**src/rtl/wb_pkg.sv**
```systemverilog
// Shared definitions for the writeback arbiter: default widths, source indices
// and a small modulo-3 increment helper used by the round-robin picker.
// No ports; imported by wb_arb_pick and wb_arbiter.
package wb_pkg;

   localparam int DATA_W_DEF = 16;
   localparam int REG_W_DEF  = 3;
   localparam int NUM_SRC    = 3;

   typedef logic [1:0] src_idx_t;

   localparam src_idx_t SRC_ALU = 2'd0;
   localparam src_idx_t SRC_MUL = 2'd1;
   localparam src_idx_t SRC_MEM = 2'd2;

   // Next source index, wrapping 2 -> 0 (index 3 is never produced).
   function automatic src_idx_t wrap_inc(input src_idx_t i);
      return (i == SRC_MEM) ? SRC_ALU : src_idx_t'(i + 2'd1);
   endfunction

endpackage

```
**src/rtl/wb_arb_pick.sv**
```systemverilog
// Combinational 3-way grant picker over the holding-entry occupancy.
// Ports: occ (entry occupied), ptr (round-robin start index) in;
//        gnt_oh (one-hot grant), gnt_idx (granted index), gnt_any out.
// Macro WB_ROUND_ROBIN_EN selects round-robin from ptr; otherwise fixed
// priority MEM > ALU > MUL and ptr is ignored.
module wb_arb_pick
   import wb_pkg::*;
(
   input  logic [2:0] occ,
   input  src_idx_t   ptr,
   output logic [2:0] gnt_oh,
   output src_idx_t   gnt_idx,
   output logic       gnt_any
);

   assign gnt_any = |occ;

`ifdef WB_ROUND_ROBIN_EN
   src_idx_t cand;
   logic     found;

   // Walk the three indices starting at ptr; the first occupied one wins.
   always_comb begin
      gnt_oh  = '0;
      gnt_idx = SRC_ALU;
      found   = 1'b0;
      cand    = ptr;
      for (int i = 0; i < NUM_SRC; i++) begin
         if (!found && occ[cand]) begin
            gnt_oh[cand] = 1'b1;
            gnt_idx      = cand;
            found        = 1'b1;
         end
         cand = wrap_inc(cand);
      end
   end
`else
   logic unused_ptr;
   assign unused_ptr = ^ptr;

   always_comb begin
      gnt_oh  = '0;
      gnt_idx = SRC_ALU;
      if (occ[SRC_MEM]) begin
         gnt_oh[SRC_MEM] = 1'b1;
         gnt_idx         = SRC_MEM;
      end else if (occ[SRC_ALU]) begin
         gnt_oh[SRC_ALU] = 1'b1;
         gnt_idx         = SRC_ALU;
      end else if (occ[SRC_MUL]) begin
         gnt_oh[SRC_MUL] = 1'b1;
         gnt_idx         = SRC_MUL;
      end
   end
`endif

endmodule

```
**src/rtl/wb_arbiter.sv**
```systemverilog
// Writeback arbiter: three result sources (s0 ALU, s1 MUL, s2 MEM) each with
// one holding entry, arbitrated onto a single register-file write port.
// Ports: clock, reset (sync, active-high), flush; per source valid/data/dest
// in and ready out; wb_en/wb_dest/wb_data/wb_sel registered out.
// Latency: accept on edge k, writeback visible after edge k+1 at the earliest.
// Macro WB_ROUND_ROBIN_EN: round-robin grant with a start pointer register;
// undefined: fixed priority s2 > s0 > s1.
module wb_arbiter
   import wb_pkg::*;
#(
   parameter int DATA_W = DATA_W_DEF,
   parameter int REG_W  = REG_W_DEF
) (
   input  logic              clock,
   input  logic              reset,
   input  logic              flush,
   input  logic              s0_valid,
   input  logic [DATA_W-1:0] s0_data,
   input  logic [REG_W-1:0]  s0_dest,
   output logic              s0_ready,
   input  logic              s1_valid,
   input  logic [DATA_W-1:0] s1_data,
   input  logic [REG_W-1:0]  s1_dest,
   output logic              s1_ready,
   input  logic              s2_valid,
   input  logic [DATA_W-1:0] s2_data,
   input  logic [REG_W-1:0]  s2_dest,
   output logic              s2_ready,
   output logic              wb_en,
   output logic [REG_W-1:0]  wb_dest,
   output logic [DATA_W-1:0] wb_data,
   output logic [1:0]        wb_sel
);

   logic [2:0]        in_vld;
   logic [DATA_W-1:0] in_dat [NUM_SRC];
   logic [REG_W-1:0]  in_dst [NUM_SRC];

   assign in_vld    = {s2_valid, s1_valid, s0_valid};
   assign in_dat[0] = s0_data;
   assign in_dat[1] = s1_data;
   assign in_dat[2] = s2_data;
   assign in_dst[0] = s0_dest;
   assign in_dst[1] = s1_dest;
   assign in_dst[2] = s2_dest;

   // Holding entries.
   logic [2:0]        vld_q, vld_d;
   logic [DATA_W-1:0] dat_q [NUM_SRC];
   logic [DATA_W-1:0] dat_d [NUM_SRC];
   logic [REG_W-1:0]  dst_q [NUM_SRC];
   logic [REG_W-1:0]  dst_d [NUM_SRC];

   // Registered writeback port.
   logic              wb_en_q, wb_en_d;
   logic [REG_W-1:0]  wb_dest_q, wb_dest_d;
   logic [DATA_W-1:0] wb_data_q, wb_data_d;
   src_idx_t          wb_sel_q, wb_sel_d;

   src_idx_t   ptr;
   logic [2:0] gnt_oh;
   src_idx_t   gnt_idx;
   logic       gnt_any;
   logic [2:0] rdy;

`ifdef WB_ROUND_ROBIN_EN
   // ptr_q holds the search start, i.e. (last granted + 1) mod 3.
   src_idx_t ptr_q, ptr_d;
   assign ptr = ptr_q;

   always_comb begin
      ptr_d = ptr_q;
      if (!flush && gnt_any) begin
         ptr_d = wrap_inc(gnt_idx);
      end
   end
`else
   assign ptr = SRC_ALU;
`endif

   wb_arb_pick u_pick (
      .occ     (vld_q),
      .ptr     (ptr),
      .gnt_oh  (gnt_oh),
      .gnt_idx (gnt_idx),
      .gnt_any (gnt_any)
   );

   // Ready never looks at any valid input, so there is no valid->ready path.
   assign rdy      = (~vld_q | gnt_oh) & {3{~flush & ~reset}};
   assign s0_ready = rdy[0];
   assign s1_ready = rdy[1];
   assign s2_ready = rdy[2];

   always_comb begin
      vld_d     = vld_q;
      dat_d     = dat_q;
      dst_d     = dst_q;
      wb_en_d   = 1'b0;
      wb_dest_d = wb_dest_q;
      wb_data_d = wb_data_q;
      wb_sel_d  = wb_sel_q;
      if (flush) begin
         vld_d = '0;
      end else begin
         for (int n = 0; n < NUM_SRC; n++) begin
            // A refill on the grant edge wins over the clear.
            if (in_vld[n] && rdy[n]) begin
               vld_d[n] = 1'b1;
               dat_d[n] = in_dat[n];
               dst_d[n] = in_dst[n];
            end else if (gnt_oh[n]) begin
               vld_d[n] = 1'b0;
            end
         end
         if (gnt_any) begin
            wb_en_d   = 1'b1;
            wb_dest_d = dst_q[gnt_idx];
            wb_data_d = dat_q[gnt_idx];
            wb_sel_d  = gnt_idx;
         end
      end
   end

   always_ff @(posedge clock) begin
      if (reset) begin
         vld_q     <= '0;
         wb_en_q   <= 1'b0;
         wb_dest_q <= '0;
         wb_data_q <= '0;
         wb_sel_q  <= SRC_ALU;
         for (int n = 0; n < NUM_SRC; n++) begin
            dat_q[n] <= '0;
            dst_q[n] <= '0;
         end
`ifdef WB_ROUND_ROBIN_EN
         ptr_q     <= SRC_ALU;
`endif
      end else begin
         vld_q     <= vld_d;
         dat_q     <= dat_d;
         dst_q     <= dst_d;
         wb_en_q   <= wb_en_d;
         wb_dest_q <= wb_dest_d;
         wb_data_q <= wb_data_d;
         wb_sel_q  <= wb_sel_d;
`ifdef WB_ROUND_ROBIN_EN
         ptr_q     <= ptr_d;
`endif
      end
   end

   assign wb_en   = wb_en_q;
   assign wb_dest = wb_dest_q;
   assign wb_data = wb_data_q;
   assign wb_sel  = wb_sel_q;

endmodule

```
**config.mk**
```make
export PLATFORM = sky130hd
export DESIGN_NAME = wb_arbiter
export DESIGN_NICKNAME = d
export VERILOG_FILES = /design/src/rtl/wb_pkg.sv /design/src/rtl/wb_arb_pick.sv /design/src/rtl/wb_arbiter.sv
export SDC_FILE = /design/constraint.sdc
export NUM_CORES = 1
export LEC_CHECK = 0
export CORE_MARGIN = 2
export CORE_UTILIZATION = 25
export CTS_CLUSTER_SIZE = 10
export DETAILED_ROUTE_END_ITERATION = 8
export SKIP_CTS_REPAIR_TIMING = 1
export SYNTH_ARGS = -nofsm -noshare
export SYNTH_HDL_FRONTEND = slang
export SYNTH_SLANG_ARGS = --single-unit
```
**constraint.sdc**
```tcl
create_clock -name clock -period 2.8 [get_ports clock]
set_input_delay 0.56 -clock clock [delete_from_list [all_inputs] [get_ports clock]]
set_output_delay 0.56 -clock clock [all_outputs]
set_load 0.01 [all_outputs]
```
Word-level counts from Yosys, hierarchy flattened
Cells that the tools add are included.
Storage, ports and cells
  register bits: 82
  input bits: 63
  output and inout bits: 25
Operators by class
  $lt $le $gt $ge: 1
  muxes and demuxes: 21
  bitwise logic cells: 7
  reductions and logical operators: 12
Operator list (number)
  binary-select mux 16 bit (select 2 bit): 1
  2-to-1 mux 16 bit: 2
  2-to-1 mux 1 bit: 12
  AND reduction 2 bit: 4
  binary-select mux 3 bit (select 2 bit): 1
  2-to-1 mux 2 bit: 3
  2-to-1 mux 3 bit: 2
  nonzero test 2 bit: 3
  AND 3 bit: 1
  greater-or-equal comparator 3 bit (second input constant): 1
  logical AND 1 bit: 3
  NOT 2 -> 3 bit: 1
  NOT 3 bit: 1
  bitwise OR 3 bit: 1
  OR reduction 3 bit: 1
  NOT 1 bit: 2
  OR reduction 2 bit: 1
  AND 1 bit: 1

Logic depth before layout (Yosys ltp)
Gate-level depths: netlist (run 1).
  depth in word-level cells: 7
  mapped depth: 7

By module
From an unflattened synthesis (run 1), not the netlist that was laid out.
Unflattened totals
  cells, all modules: 417
  area, all modules: 3803.6 um2
Modules (own cells, without submodules)
  wb_arbiter: times used 1, cells an instance 411, area an instance 3761.1 um2
  wb_arb_pick: times used 1, cells an instance 6, area an instance 42.5 um2

Least setup slack after synthesis (run 1)
No wires, ideal clock.
  kind: input to output
  from: input port flush
  to: output port s0_ready
  data arrival time: 1.277 ns
  required time: 2.240 ns
  slack: 0.963 ns
  stages on the path: 5
  buffers on the path: 3
  cells stage by stage: buf_6 -> a211o_1 -> buf_6 -> inv_2 -> buf_4
Between the ends
  cells in the longest elaborated chain, start to end: 3
RTL lines
  from (decl): RTL line wb_arbiter.sv:16  | input logic flush,
  NOT 1 bit (no source line)
  AND 1 bit: RTL line wb_arbiter.sv:90  | assign rdy = (~vld_q | gnt_oh) & {3{~flush & ~reset}};
  AND 3 bit: RTL line wb_arbiter.sv:90
  to (decl): RTL line wb_arbiter.sv:20  | output logic s0_ready,
Every way passes these cells.

Final worst setup path (run 1)
Same ends and word-level chain as after synthesis.

==> impl_metrics.json, run 1 <==
{
  "outcome": "completed",
  "report.final.slew_viol_count": 0,
  "arrival_ns": 1.98,
  "drt-initial-drc-count": 235,
  "final_hold_viol_count": 0,
  "grt_overflow": 0,
  "post_dp_cell_area_um2": 4620,
  "wl_per_cell_um": 15.1,
  "clock_latency_ns": 0.34,
  "cts-root-buf": "clkbuf_16",
  "grt_pass1_vias": 3168,
  "dieArea_um2": 15500,
  "drive_above_1_share_pct": 10.8,
  "grt_use_total_pct": 13.3,
  "synth-simple-area-share_pct": 21.5,
  "cp.required_ns": 2.24,
  "cts_tree": "yes",
  "critPathMaxFanout": 2,
  "synth_cells": 418,
  "cts_buffers": 9,
  "instances_no_fill": 676,
  "hold_path.class": "register to register",
  "ant_nets": 0,
  "start_kind": "primary input",
  "area_growth_pct": 36.9,
  "portBuffers": 87,
  "htree_levels": 3,
  "pin_count": 88,
  "reg2reg_depth": 4,
  "tightest_slew_ns": 1.07,
  "avgSynthCellArea_um2": 8.67,
  "report.power.total_mw": 2.86,
  "whs_path_depth": 2,
  "stdcell_area_um2": 4960,
  "gp_congestion": 0.853,
  "fp.coreArea_um2": 14400,
  "finalSetupViolations": 0,
  "ys_types": 32,
  "path_clk_slew_ns": 0.05,
  "cellPowerDensity_nw_per_um2": 577,
  "drc": 0,
  "max_clock_freq_ghz": 0.394,
  "hpwl_um": 7280,
  "antenna_cells": 0,
  "whs_ns": 0.461,
  "p_leak_nw": 1.75,
  "final.min_clock_period_ns": 2.54,
  "yosysWarnings": 0,
  "cts.sinks": 82,
  "post-route-period-util_pct": 90.5,
  "nets": 550,
  "synthAdderAreaFrac_pct": 0,
  "setup-tns-final_ns": 0,
  "muxShareOfSynthArea_pct": 0,
  "dr.pass1.iters": 4,
  "dpl.cell_count": 660,
  "die_h_um": 124,
  "rows": 44,
  "wl_um": 10200,
  "drv_cap": 0,
  "relSlewSlack_pct": 28.3,
  "synth_compound_area_share_pct": 25.5,
  "synth_fp_nets": 481,
  "synth_top_family_by_area": "compound AO/OA/AOI/OAI gates",
  "num_vias": 3134,
  "synth-xor-area-share_pct": 0,
  "reg2reg_slack_ns": 0.75,
  "cts_buffer_depth": 2,
  "chipWidth_um": 124,
  "grt_pass1_wl_um": 16400,
  "ir_drop_v": 0.000298,
  "syn_area_um2": 3630,
  "cp-end-kind": "output port",
  "grt_max_degree": 68,
  "rsz0062_at_grt": "no",
  "seq_area_frac_synth_pct": 45.3,
  "fin_worst_skew_ns": 0.00666,
  "crit_type": "primary input to output port",
  "routed_via_density": 4.64,
  "antenna_found_initial": 0,
  "start_util_pct": 25.2,
  "synth_seq_cells": 82
}
## critical path, cell delays in order
cell and delay, ns:
clkdlybuf4s50_1 0.43, a211o_1 0.37, inv_2 0.09, clkdlybuf4s50_1 0.53
## report_power, final
| group | internal [mW] | total [mW] | leakage [nW] | switching [mW] |
|---|---|---|---|---|
| Combinational | 0.165 | 0.304 | 0.919 | 0.139 |
| Clock | 0.852 | 1.32 | 0.165 | 0.463 |
| Sequential | 1.22 | 1.24 | 0.668 | 0.0285 |
## synth_stat cells
cell type	number	share of area (%)
nor2_2	1	0.17
o21ai_0	42	5.8
nand2_1	27	2.8
nor3b_2	1	0.35
inv_1	17	1.8
nor2b_1	18	3.1
buf_1	1	0.10
a211o_1	5	1.2
nor3_1	2	0.28
a211oi_1	15	3.1
nand3b_1	4	0.83
nor3_2	1	0.28
a31o_1	1	0.24
buf_6	2	0.62
o21ai_1	1	0.14
dfxtp_1	82	45
a31o_2	18	4.3
nand3_1	19	2.6
o21a_1	1	0.21
a21oi_1	40	5.5
o21bai_1	2	0.41
buf_2	16	2.2
clkbuf_1	15	1.6
buf_4	7	1.4
nor3b_1	1	0.21
a31oi_1	4	0.69
o32ai_1	15	3.6
o22ai_1	1	0.17
nor2_1	3	0.31
and3b_1	15	3.6
nand2b_1	40	6.9
inv_2	1	0.10
## final timing paths
path / start / end
worst max-delay path: flush / s0_ready
worst min-delay path: wb_data[15] / wb_data[15]
worst max register to register: vld_q[0] / wb_data[8]
worst min register to register: wb_data[15] / wb_data[15]
## final cells by class
type,count,area [um2]
Clock buffer,12,267
Clock inverter,4,72.6
Fill cell,1443,9410
Inverter,18,67.6
Multi-Input combinational cell,277,1720
Sequential cell,82,1640
Tap cell,184,230
Timing Repair Buffer,99,968
## per-layer routing
layer	track usage, %	share of wire [%]	vias to the layer above
li1	-	-	1608
met1	18.2	49	1431
met2	19.5	43	77
met3	3.78	5.7	18
met4	5.88	2.8	0
met5	0	0	-
## flip-flops by register name, summed over array words and instances, names as in the netlist
| name | cells |
|---|---|
| wb_en | 1 |
| dat_q | 48 |
| wb_sel | 2 |
| wb_dest | 3 |
| vld_q | 3 |
| wb_data | 16 |
| dst_q | 9 |
## cells in the final DEF (no fill, tap or decap), types with 17 or more instances in the layout
cell type and count:
inv_1 17, a31o_2 18, dfxtp_1 82, nand3_1 19, nor2b_1 18, a21oi_1 40, nand2b_1 40, o21ai_0 42
nand2_1 27, clkdlybuf4s50_1 86
## through the flow
stage	worst slack, ns	utilization (%)
finish	0.265	34.5
global route	0.219	34.5
CTS	0.255	34.5
detailed placement	0.259	32.2
global placement	0.254	32.2
floorplan	0.963	-
## cells by family (layout without fill, tap and decap cells)
logic type | Yosys count | in the layout
compound gates | 145 | 145
buf+inv | 59 | 133
flops | 82 | 82
simple gates | 132 | 132
No activity file was read; power rests on OpenSTA's default activity.
==> run 2, diff against run 1 <==
--- a/config.mk
+++ b/config.mk
@@ -6,9 +6,10 @@
 export NUM_CORES = 1
 export LEC_CHECK = 0
 export CORE_MARGIN = 2
-export CORE_UTILIZATION = 25
+export CORE_UTILIZATION = 53
 export CTS_CLUSTER_SIZE = 10
 export DETAILED_ROUTE_END_ITERATION = 8
+export PLACE_DENSITY = 0.85
 export SKIP_CTS_REPAIR_TIMING = 1
 export SYNTH_ARGS = -nofsm -noshare
 export SYNTH_HDL_FRONTEND = slang
==> impl_metrics.json, run 2 (same netlist as run 1, synthesis figures left out) <==
{
  "outcome": "completed",
  "grt_use_total_pct": 25.6,
  "largest_register_ffs": 48,
  "rows": 30,
  "drive_above_1_share_pct": 11.3,
  "wl_um": 9390,
  "antenna_found_initial": 0,
  "stdcell_area_um2": 4720,
  "area_growth_pct": 30.2,
  "rsz0062_at_grt": "no",
  "busiest_layer": "met2",
  "cp-end-kind": "output port",
  "clock_latency_ns": 0.36,
  "num_vias": 3301,
  "cts-root-buf": "clkbuf_8",
  "drc": 0,
  "crit_type": "register to output port",
  "fin_worst_skew_ns": 0.0103,
  "critPathMaxFanout": 15,
  "fp.coreArea_um2": 6720,
  "wl_per_cell_um": 16.3,
  "cts.sinks": 82,
  "gp_congestion": 0.827,
  "setup-tns-final_ns": 0,
  "hpwl_um": 6550,
  "pwr-share-clk_pct": 36.0,
  "power_frac_seq_pct": 51.4,
  "ir_drop_v": 0.000261,
  "use_met2_pct": 40.4,
  "dr.pass1.iters": 5,
  "p_sw_uw": 600,
  "pin_count": 88,
  "arrival_ns": 1.98,
  "grt_overflow": 0,
  "p_sw_share_pct": 24.8,
  "power_frac_comb_pct": 12.6,
  "intPower_mw": 1.82,
  "instances_no_fill": 575,
  "fillers": 524,
  "grt_max_degree": 39,
  "final_common_cell": "clkdlybuf4s50_1",
  "ant_nets": 0,
  "grt_pass1_vias": 2985,
  "routed_via_density": 5.74,
  "relSlewSlack_pct": 57.8,
  "dpl.cell_count": 559,
  "cellPowerDensity_nw_per_um2": 512,
  "cts_tree": "yes",
  "post_dp_cell_area_um2": 4520,
  "post-route-period-util_pct": 90.9,
  "p_leak_nw": 1.71,
  "nets": 553,
  "antenna_cells": 0,
  "grt_pass1_wl_um": 14700,
  "final_cell_mix": "clkdlybuf4s50_1, dfxtp_1, o21ai_0",
  "start_kind": "register",
  "start_util_pct": 54.0,
  "drt-initial-drc-count": 258,
  "drv_cap": 0,
  "met3_usage_pct": 5.24,
  "report.final.slew_viol_count": 0,
  "cts_buffers": 9,
  "portBuffers": 87,
  "htree_levels": 3,
  "final.min_clock_period_ns": 2.54,
  "dieArea_um2": 7520,
  "die_h_um": 86.7,
  "hold_path.class": "register to register",
  "finalSetupViolations": 0,
  "chipWidth_um": 86.7,
  "final_hold_viol_count": 0,
  "cts_buffer_depth": 2,
  "report.power.total_mw": 2.42,
  "max_clock_freq_ghz": 0.393,
  "tightest_slew_ns": 0.632,
  "largest-register": "dat_q",
  "path_clk_slew_ns": 0.08,
  "met1_usage_pct": 34.7,
  "cp.required_ns": 2.24
}
-- run 2: worst paths after layout --
path | start | to | slack, ns | cells after the start
max | vld_q[2] | s1_ready | 0.26 | 4
min | wb_data[13] | wb_data[13] | 0.47 | 2
max reg2reg | vld_q[2] | wb_data[2] | 0.64 | 4
min reg2reg | wb_data[13] | wb_data[13] | 0.47 | 2
-- run 2: critical path: stages (launching register included) --
cell,delay (ns)
dfxtp_1,0.69
nor2_1,0.13
nor2b_1,0.26
nor3_1,0.07
clkdlybuf4s50_1,0.48
-- run 2: power by group through the flow --
stage	combinational (mW)	sequential, mW	clock (mW)
after floorplan	0.153	1.26	0
after global placement	0.295	1.27	0
after detailed placement	0.301	1.27	0
after CTS	0.303	1.24	0.872
after global routing	0.329	1.25	0.941
final	0.305	1.24	0.871
-- run 2: routing by layer --
layer / vias up / wire length (um) / part of all wire [%]
li1: 1612 / - / -
met1: 1534 / 4200 / 45
met2: 139 / 4390 / 47
met3: 16 / 624 / 6.6
met4: 0 / 182 / 1.9
met5: - / 0 / 0
-- run 2: cell type report --
class | count | area (um2) | share of cell area (%)
well taps | 80 | 100 | 2.12
repair buffers | 102 | 991 | 21.0
flip-flops and latches | 82 | 1640 | 34.8
clock buffers | 10 | 138 | 2.92
clock inverters | 6 | 66.3 | 1.40
multi-input cells | 277 | 1720 | 36.4
inverters | 18 | 67.6 | 1.43
-- run 2: stage by stage --
step / util (%) / worst slack, ns / hold slack [ns]
2_1_floorplan: - / 0.963 / 0.444
3_3_place_gp: 67.2 / 0.267 / 0.444
3_5_place_dp: 67.2 / 0.273 / 0.452
4_1_cts: 70.3 / 0.265 / 0.468
5_1_grt: 70.3 / 0.147 / 0.495
6_report: 70.3 / 0.255 / 0.467
==> run 3, diff against run 2 <==
==> constraint.sdc (replaced) <==
create_clock -name clock -period 3.06 [get_ports clock]
set_input_delay 0.612 -clock clock [delete_from_list [all_inputs] [get_ports clock]]
set_output_delay 0.612 -clock clock [all_outputs]
set_load 0.01 [all_outputs]
==> impl_metrics.json, run 3 (same netlist as run 1, synthesis figures left out) <==
{
  "post-route-period-util_pct": 88.5,
  "rr_startpoint": "vld_q[2]",
  "min_from": "wb_data[10]",
  "grt_pass1_vias": 3002,
  "wl_um": 9170,
  "die_h_um": 86.7,
  "outcome": "completed",
  "drv_cap": 0,
  "cts.sinks": 82,
  "drive_above_1_share_pct": 10.5,
  "critPathMaxFanout": 4,
  "hold_path.class": "register to register",
  "nets": 551,
  "whs_endpoint": "wb_data[10]",
  "hpwl_um": 6510,
  "cts-root-buf": "clkbuf_8",
  "final_common_cell": "clkdlybuf4s50_1",
  "worstReg2RegEnd": "wb_data[7]",
  "num_vias": 3263,
  "cts_buffers": 9,
  "final.min_clock_period_ns": 2.71,
  "cp.required_ns": 2.45,
  "cts_tree": "yes",
  "final_hold_viol_count": 0,
  "report.final.slew_viol_count": 0,
  "area_growth_pct": 29.2,
  "ir_drop_v": 0.000227,
  "p_leak_nw": 1.69,
  "largest_register_ffs": 48,
  "arrival_ns": 2.10,
  "finalSetupViolations": 0,
  "grt_pass1_wl_um": 14400,
  "drc": 0,
  "pin_count": 88,
  "largest-register": "dat_q",
  "antenna_cells": 0,
  "cp-end-kind": "output port",
  "gp_congestion": 0.858,
  "dr.pass1.iters": 5,
  "antenna_found_initial": 0,
  "ant_nets": 0,
  "rows": 30,
  "routed_via_density": 5.69,
  "whs_ns": 0.465,
  "fin_worst_skew_ns": 0.0106,
  "htree_levels": 3,
  "cellPowerDensity_nw_per_um2": 468,
  "start_kind": "primary input",
  "whs_path_depth": 2,
  "relSlewSlack_pct": 24.6,
  "chipWidth_um": 86.7,
  "cts_buffer_depth": 2,
  "wl_per_cell_um": 16.0,
  "start_util_pct": 54.0,
  "fp.coreArea_um2": 6720,
  "grt_use_total_pct": 24.7,
  "setup-tns-final_ns": 0,
  "tightest_slew_ns": 1.13,
  "crit_type": "primary input to output port",
  "grt_max_degree": 56,
  "reg2reg_depth": 4,
  "grt_overflow": 0,
  "reg2reg_slack_ns": 0.76,
  "clock_latency_ns": 0.36,
  "path_clk_slew_ns": 0.08,
  "portBuffers": 87,
  "dieArea_um2": 7520,
  "drt-initial-drc-count": 238,
  "final_cell_mix": "clkdlybuf4s50_1, dfxtp_1, o21ai_0",
  "rsz0062_at_grt": "no",
  "max_clock_freq_ghz": 0.369
}
[run 3: cell types whose count changed in the layout (fill, tap and decap cells not counted), sizes merged]
cell,previous run,this run
clkinv,5,2
buf,16,14
clkbuf,10,12
clkinvlp,0,1
[run 3: cell type report]
cell class / instances / area, um2
fill: 528 / 2030
sequential: 82 / 1640
clock inverter: 4 / 51.3
inverter: 18 / 67.6
clock buffer: 12 / 145
tap: 80 / 100
timing repair buffer: 100 / 963
multi-input combinational: 277 / 1720
[run 3: critical path, cell delays in order]
cell and delay (ns):
clkdlybuf4s50_1 0.51, a211o_1 0.37, inv_2 0.08, clkdlybuf4s50_1 0.53
[run 3: worst max path at each step]
stage               start        to  slack (ns)  cells after the start
floorplan           flush  s0_ready        1.12                      5
global placement    flush  s0_ready        0.35                      4
detailed placement  flush  s0_ready        0.36                      4
CTS                 flush  s0_ready        0.34                      4
global route        flush  s0_ready        0.33                      4
finish              flush  s0_ready        0.35                      4
[run 3: through the flow]
stage | instances | power (mW) | setup WS [ns] | cell area [um2] | util (%)
after floorplan | 418 | 1.30 | 1.12 | 3630 | -
after global placement | 557 | 1.42 | 0.353 | 4490 | 66.8
after detailed placement | 557 | 1.43 | 0.358 | 4490 | 66.8
after CTS | 573 | 2.20 | 0.345 | 4690 | 69.7
after global routing | 573 | 2.28 | 0.326 | 4690 | 69.7
final | 573 | 2.19 | 0.352 | 4690 | 69.7
[run 3: metal layers]
layer,share of wire (%),track usage [%]
met1,46,32.5
met2,45,38.4
met3,5.7,4.38
met4,3.2,13.6
met5,0,0
[run 3: power by group]
part	switching (mW)	total, mW	leakage [nW]	internal (mW)
registers	0.0284	1.14	0.668	1.11
logic	0.123	0.273	0.921	0.150
clock network	0.381	0.781	0.0966	0.400
